--- config.mk ---
export PLATFORM = sky130hd
export DESIGN_NAME = ifu_fetch
export DESIGN_NICKNAME = d
export VERILOG_FILES = /design/src/rtl/ifu_fetch.sv
export SDC_FILE = /design/constraint.sdc
export NUM_CORES = 1
export LEC_CHECK = 0
export ABC_CLOCK_PERIOD_IN_PS = 2300
export CAP_MARGIN = 0
export CORE_MARGIN = 8
export CORE_UTILIZATION = 40
export CTS_CLUSTER_DIAMETER = 200
export DETAILED_ROUTE_END_ITERATION = 16
export GPL_TIMING_DRIVEN = 0
export MAX_ROUTING_LAYER = met4
export PLACE_DENSITY = 0.81
export SLEW_MARGIN = 20
export SYNTH_ARGS = -nofsm -noshare
export SYNTH_HDL_FRONTEND = slang
export SYNTH_SLANG_ARGS = --single-unit
--- constraint.sdc ---
create_clock -name clk -period 2.3 [get_ports clk]
set_clock_uncertainty 0.2 [all_clocks]
set_input_delay 0.46 -clock clk [delete_from_list [all_inputs] [get_ports clk]]
set_output_delay 0.46 -clock clk [all_outputs]
set_load 0.05 [all_outputs]
--- src/rtl/ifu_fetch.sv ---
`default_nettype none
// ============================================================================
//  Module   : ifu_fetch
//  Purpose  : Instruction fetch unit. Holds the PC, issues one-at-a-time
//             requests to instruction memory, buffers the returned word in
//             a single-entry buffer and presents it to decode. Freezes the
//             buffer while IFU_run is low; flushes on a taken-branch redirect.
//  Ports    : clk, reset             - clock, synchronous active-high reset
//             IFU_run                - run enable (0 = stall, holds buffer)
//             redirect_valid/_pc     - taken branch/jump from execute
//             imem_req_valid/_addr/_ready - request handshake to imem
//             imem_rsp_valid/_data   - in-order response from imem
//             if_valid/if_pc/if_instr - registered instruction buffer
//             stall_cnt/fetch_cnt    - performance counters
//  Config   : define IFU_PERF_EN to build the performance counters;
//             otherwise stall_cnt/fetch_cnt are tied to zero.
//  Revision : 1.0 - initial release
// ============================================================================
module ifu_fetch #(
  parameter logic [31:0] RESET_PC = 32'h0000_0000
) (
  input  logic        clk,
  input  logic        reset,
  input  logic        IFU_run,
  input  logic        redirect_valid,
  input  logic [31:0] redirect_pc,
  output logic        imem_req_valid,
  output logic [31:0] imem_req_addr,
  input  logic        imem_req_ready,
  input  logic        imem_rsp_valid,
  input  logic [31:0] imem_rsp_data,
  output logic        if_valid,
  output logic [31:0] if_pc,
  output logic [31:0] if_instr,
  output logic [31:0] stall_cnt,
  output logic [31:0] fetch_cnt
);

  localparam logic [31:0] C_NOP = 32'h0000_0013;

  typedef enum logic [1:0] {
    ST_REQ  = 2'd0,
    ST_WAIT = 2'd1,
    ST_FULL = 2'd2,
    ST_DROP = 2'd3
  } state_t;

  state_t      state_q, state_d;
  logic [31:0] pc_q, pc_d;
  logic        if_valid_q, if_valid_d;
  logic [31:0] if_pc_q, if_pc_d;
  logic [31:0] if_instr_q, if_instr_d;

  // Low two bits of the redirect target are dropped by masking so the
  // whole input bus is consumed.
  logic [31:0] w_redirect_addr;
  assign w_redirect_addr = redirect_pc & 32'hFFFF_FFFC;

  // A request goes out from REQ, or from FULL when the buffered
  // instruction is consumed this cycle. A redirect suppresses it so the
  // stale PC never reaches memory.
  assign imem_req_valid = !reset && !redirect_valid &&
                          ((state_q == ST_REQ) || ((state_q == ST_FULL) && IFU_run));
  assign imem_req_addr  = pc_q;

  always_comb begin
    state_d    = state_q;
    pc_d       = pc_q;
    if_valid_d = if_valid_q;
    if_pc_d    = if_pc_q;
    if_instr_d = if_instr_q;

    if (redirect_valid) begin
      pc_d       = w_redirect_addr;
      if_valid_d = 1'b0;
      // An outstanding request whose response has not arrived yet must
      // have that response swallowed later; otherwise restart cleanly.
      if (((state_q == ST_WAIT) || (state_q == ST_DROP)) && !imem_rsp_valid) begin
        state_d = ST_DROP;
      end else begin
        state_d = ST_REQ;
      end
    end else begin
      case (state_q)
        ST_REQ: begin
          if (imem_req_ready) begin
            state_d = ST_WAIT;
          end
        end
        ST_WAIT: begin
          if (imem_rsp_valid) begin
            if_instr_d = imem_rsp_data;
            if_pc_d    = pc_q;
            if_valid_d = 1'b1;
            pc_d       = pc_q + 32'd4;
            state_d    = ST_FULL;
          end
        end
        ST_FULL: begin
          if (IFU_run) begin
            if_valid_d = 1'b0;
            state_d    = imem_req_ready ? ST_WAIT : ST_REQ;
          end
        end
        ST_DROP: begin
          if (imem_rsp_valid) begin
            state_d = ST_REQ;
          end
        end
        default: begin
          state_d = ST_REQ;
        end
      endcase
    end
  end

  always_ff @(posedge clk) begin
    if (reset) begin
      state_q    <= ST_REQ;
      pc_q       <= RESET_PC;
      if_valid_q <= 1'b0;
      if_pc_q    <= RESET_PC;
      if_instr_q <= C_NOP;
    end else begin
      state_q    <= state_d;
      pc_q       <= pc_d;
      if_valid_q <= if_valid_d;
      if_pc_q    <= if_pc_d;
      if_instr_q <= if_instr_d;
    end
  end

  assign if_valid = if_valid_q;
  assign if_pc    = if_pc_q;
  assign if_instr = if_instr_q;

`ifdef IFU_PERF_EN
  logic [31:0] stall_cnt_q, stall_cnt_d;
  logic [31:0] fetch_cnt_q, fetch_cnt_d;

  always_comb begin
    stall_cnt_d = stall_cnt_q;
    fetch_cnt_d = fetch_cnt_q;
    if ((state_q == ST_FULL) && !IFU_run) begin
      stall_cnt_d = stall_cnt_q + 32'd1;
    end
    // Only responses that actually land in the buffer are counted.
    if (!redirect_valid && (state_q == ST_WAIT) && imem_rsp_valid) begin
      fetch_cnt_d = fetch_cnt_q + 32'd1;
    end
  end

  always_ff @(posedge clk) begin
    if (reset) begin
      stall_cnt_q <= 32'd0;
      fetch_cnt_q <= 32'd0;
    end else begin
      stall_cnt_q <= stall_cnt_d;
      fetch_cnt_q <= fetch_cnt_d;
    end
  end

  assign stall_cnt = stall_cnt_q;
  assign fetch_cnt = fetch_cnt_q;
`else
  assign stall_cnt = 32'd0;
  assign fetch_cnt = 32'd0;
`endif

endmodule
`default_nettype wire

---- Word-level counts from Yosys, hierarchy flattened ----
Cells that the tools add are included.
storage, ports and cells
  input port bits ......................... 70
  bits in writable memories ............... 0
  memories ................................ 0
  register bits after elaboration ......... 99
  ROM bits ................................ 0
  logic and storage cells ................. 50
  output and inout port bits .............. 162
  latch bits .............................. 0
cells by class
  add/subtract/negate cells ............... 1
  reductions and logical operators ........ 19
  shifts and indexed selects .............. 0
  bitwise logic cells ..................... 1
  multiplexer cells ....................... 14
  order comparisons ....................... 0
  equal/unequal tests ..................... 9
  $mul .................................... 0
  div/mod/pow operators ................... 0
operators with widths
  cell                   count
  $mux 32                3
  $add 32x3->32 const B  1
  $mux 2                 6
  $ne 3x3->1 const B     4
  $pmux 2 s4             1
  $reduce_and 3->1       2
  $reduce_bool 2->1      3
  $eq 2x2->1 const B     2
  $logic_and 1x1->1      4
  $ne 2x2->1 const B     2
  $reduce_and 2->1       2
  $reduce_and 4->1       1
  $logic_not 1->1        3
  $mux 1                 3
  $eq 2x1->1 const B     1
  $logic_not 2->1        1
  $logic_or 1x1->1       2
  $pmux 1 s2             1
  $reduce_or 2->1        1
  $not 1->1              1

---- Depth between registers and ports, before layout ----
  depth after elaboration ................. 5
  mapped depth ............................ 7

---- Worst setup path before layout ----
No wires, ideal clock.
  kind .................................... reg2reg
  start ................................... register pc_q[4] (netlist: imem_req_addr[4])
  end ..................................... register pc_q[18] (netlist: imem_req_addr[18])
  arrival ................................. 2.131 ns
  path slack .............................. -0.122 ns
  clock period less this slack ............ 2.422 ns
  buffers on the path ..................... 1
  cell stages (with the launch flop) ...... 6
  library setup time ...................... 0.091 ns
  path through ............................ dfxtp_1 -> nand3_2 -> buf_6 -> or4_4 -> or3_1 -> a311oi_1
between the ends
  word-level cells in the longest chain between the ends .. 4
RTL lines
  item                      RTL line  text
  start: declaration        49        logic [31:0] pc_q, pc_d;
  start signal: assignment  126       pc_q <= pc_d;
  $add 32x3->32             95        pc_d = pc_q + 32'd4;
  $mux 32                   91        if (imem_rsp_valid) begin
  $mux 32                   84        case (state_q)
  $mux 32                   73        if (redirect_valid) begin
Every way passes these cells. The select of a mux whose other input is x is not followed.
A chain may end at the register's enable or synchronous reset.

---- Worst setup path after layout ----
  start ................................... register pc_q[4] (netlist: imem_req_addr[4])
  end ..................................... output imem_req_addr[4]
RTL lines
  item              RTL line  text
  end: declaration  28        output logic [31:0] imem_req_addr,
No word-level cell between the ends.

==> results.toml <==
[worst_setup_path]
worst_ep_arrival_time_ns = 1.58
r2r_start = "imem_req_addr[10]"
crit_family = "buffers and inverters"
slowest_delay_ns = 0.84
reg2reg_slack_ns = 0.06
cp-end-kind = "output port"
slowest_stage = "clkdlybuf4s50_1"
rr_endpoint = "imem_req_addr[31]"
critical_path.cell_chain = "clkdlybuf4s50_1"
path_max_fanout = 6
cp-start-kind = "flop"
path_class = "flop to output port"
crit_buf_inv = 1
reg2reg_depth = 5
critPathRequiredTime_ns = 1.64

[layout]
mostFrequentLayoutCells = "149 x nand2_1, 140 x clkdlybuf4s50_1, 84 x dfxtp_1"
final_cell_count_no_fill = 962
fin_nets = 886
syn2layout_area_growth_pct = 54.6
drive_gt1_frac = 0.156
final_common_cell = "nand2_1"
postLayoutCellArea_um2 = 6980

[sta]
hold_violations = 0
setup_viol = 0
worst_pin_slew_ns = 0.652
timing.hold.ws_ns = 0.253
slew_headroom = 0.565
drv_slew = 0
finalCritPeriodShare = 0.976
fin_crit_ns = 2.24
max_freq_ghz = 0.446
final.setup.tns_ns = 0

[logic_synthesis]
yosys_most_used_dff = "dfxtp_1"
synthDominantCellAreaShare = 0.421
post_synth_num_cell_types = 46
yosysWarnings = 0
async_flop_share = 0
postSynthCellCount = 574
synth.avg_cell_area_um2 = 7.86
yosys.area.top_type = "dfxtp_1"
synthTopCellsByArea = "dfxtp_1 42%, nand2_1 12%, buf_4 11%"
syn_area_um2 = 4510
synth_edf_count = 0
yosysSeqAreaShare = 0.421
ys_ff_latch = 95

[detailed_routing]
drt-wirelength-per-cell_um = 15.1
drc = 0
drt_iter0_markers = 204
wl_um = 14600
antenna_left = 0
vias = 4396
vias_per_cell = 4.57
drt_pre_antenna_iters = 4

[worst_hold_path]
hold_class = "flop to flop"
min_from = "if_instr[19]"
hold-path-endpoint = "if_instr[19]"
hold_path_depth = 2

[clocking]
ctsHoldBuffers = 0
clk_path_buf_depth = 2
ctsHtreeMaxLevel = 3
cts_root_buf = "clkbuf_16"
cts.clk_slew.worst_paths_ns = 0.07
clock_latency_ns = 0.35
cts_tree = "built"
cts.sinks = 95
cts-buffers-inserted = 9

[die]
initial_core_util = 0.413
chipWidth_um = 122
dieArea_um2 = 14900
pin_count = 232
rows = 38
fp.coreArea_um2 = 10900
fp.dieH_um = 122

[global_routing]
antenna_found_initial = 2
grt_pass1_vias = 4171
grt-ovfl-total = 0
grtUsageTotal = 0.191
grt_pass1_wl_um = 21800
grt_max_degree = 17

[power]
ir_drop_uv = 469
finalPower_uw = 4280
leakage_uw = 0.00287
power_density_nw_per_um2 = 614

[status]
status = "finished clean"

[placed_design]
post-dp-hpwl_um = 11100
dpl_cell_area_um2 = 6560
dp_cells = 941
io_buffers = 160
place_congestion = 0.831

[run]
cap_violations = 0
## routing by layer
metal / global-route usage / part of all wire / routed length [um] / vias to the layer above
li1: - / - / - / 2257
met1: 0.224 / 0.42 / 6110 / 1982
met2: 0.315 / 0.49 / 7190 / 145
met3: 0.0565 / 0.076 / 1110 / 12
met4: 0.0457 / 0.011 / 154 / 0
met5: - / 0 / 0 / -
## final cells by class
type	count	area, um^2
clock inverters	7	96.3
plain buffers	101	657
fillers	971	3960
flip-flops and latches	95	1920
inverters	6	22.5
clock buffers	9	225
repair buffers	164	1650
multi-input cells	438	2230
well taps	140	175
diodes	2	5.00
## synthesized netlist by cell type (7+ instances only)
library cell and instances:
xnor2_1 12, nand3_1 13, a21oi_1 71, nand2_1 150
xor2_1 10, buf_4 68, a211oi_1 12, dfxtp_1 95
nand4_1 7, nor2_1 30, clkbuf_1 28
## kinds of logic after synthesis
group                    count (synthesis)  share of synthesized area
adder cells (fa/ha/maj)                  1                    0.00277
XOR/XNOR                                22                     0.0427
buffers and inverters                  108                      0.149
AO/OA/AOI/OAI                          102                      0.128
other                                    1                   0.000831
multiplexers                             3                    0.00665
AND/OR/NAND/NOR                        242                      0.249
flip-flops                              95                      0.421
## stage by stage
| step | setup WS (ns) | utilization |
|---|---|---|
| 6_report | 0.0562 | 0.638 |
| 3_3_place_gp | -0.750 | 0.600 |
| 4_1_cts | 0.00286 | 0.631 |
| 3_5_place_dp | -0.733 | 0.600 |
| 2_1_floorplan | 0.00269 | - |
| 5_1_grt | -0.00927 | 0.638 |
## timing repair
| action | 4_1_cts | 5_1_grt |
|---|---|---|
| endpoints found under the setup margin | 80 | 21 |
| buffers inserted | 1 | 3 |
| gates resized for setup | 25 | 17 |
| pin swaps | 1 | 1 |
## flip-flops by register name (all words and copies together) (netlist names)
signal         count
imem_req_addr     30
if_instr          32
state_q            2
if_pc             30
if_valid           1
## worst min-delay path: cells and delay by family, from the launching register on
kind            cells  cell delay (ns)
flops               1             0.31
compound gates      1             0.05
simple gates        1             0.05
## power breakdown
part           switching (uW)  internal, uW  total, uW
clock                     664           956       1620
sequential               59.2          1700       1750
combinational             594           313        907
total                    1320          2960       4280
## how the worst max path moves through the flow
stage          cells past startpoint           endpoint  slack (ns)              start
4_1_cts                            6  imem_req_addr[31]       0.003   imem_req_addr[7]
5_1_grt                            6  imem_req_addr[29]      -0.009  imem_req_addr[13]
2_1_floorplan                      5  imem_req_addr[27]       0.003  imem_req_addr[15]
3_5_place_dp                       5     imem_req_valid       -0.73     redirect_valid
3_3_place_gp                       5     imem_req_valid       -0.75     redirect_valid
6_report                           1   imem_req_addr[4]        0.06   imem_req_addr[4]
Note: power is estimated with default switching activity, not from simulation.
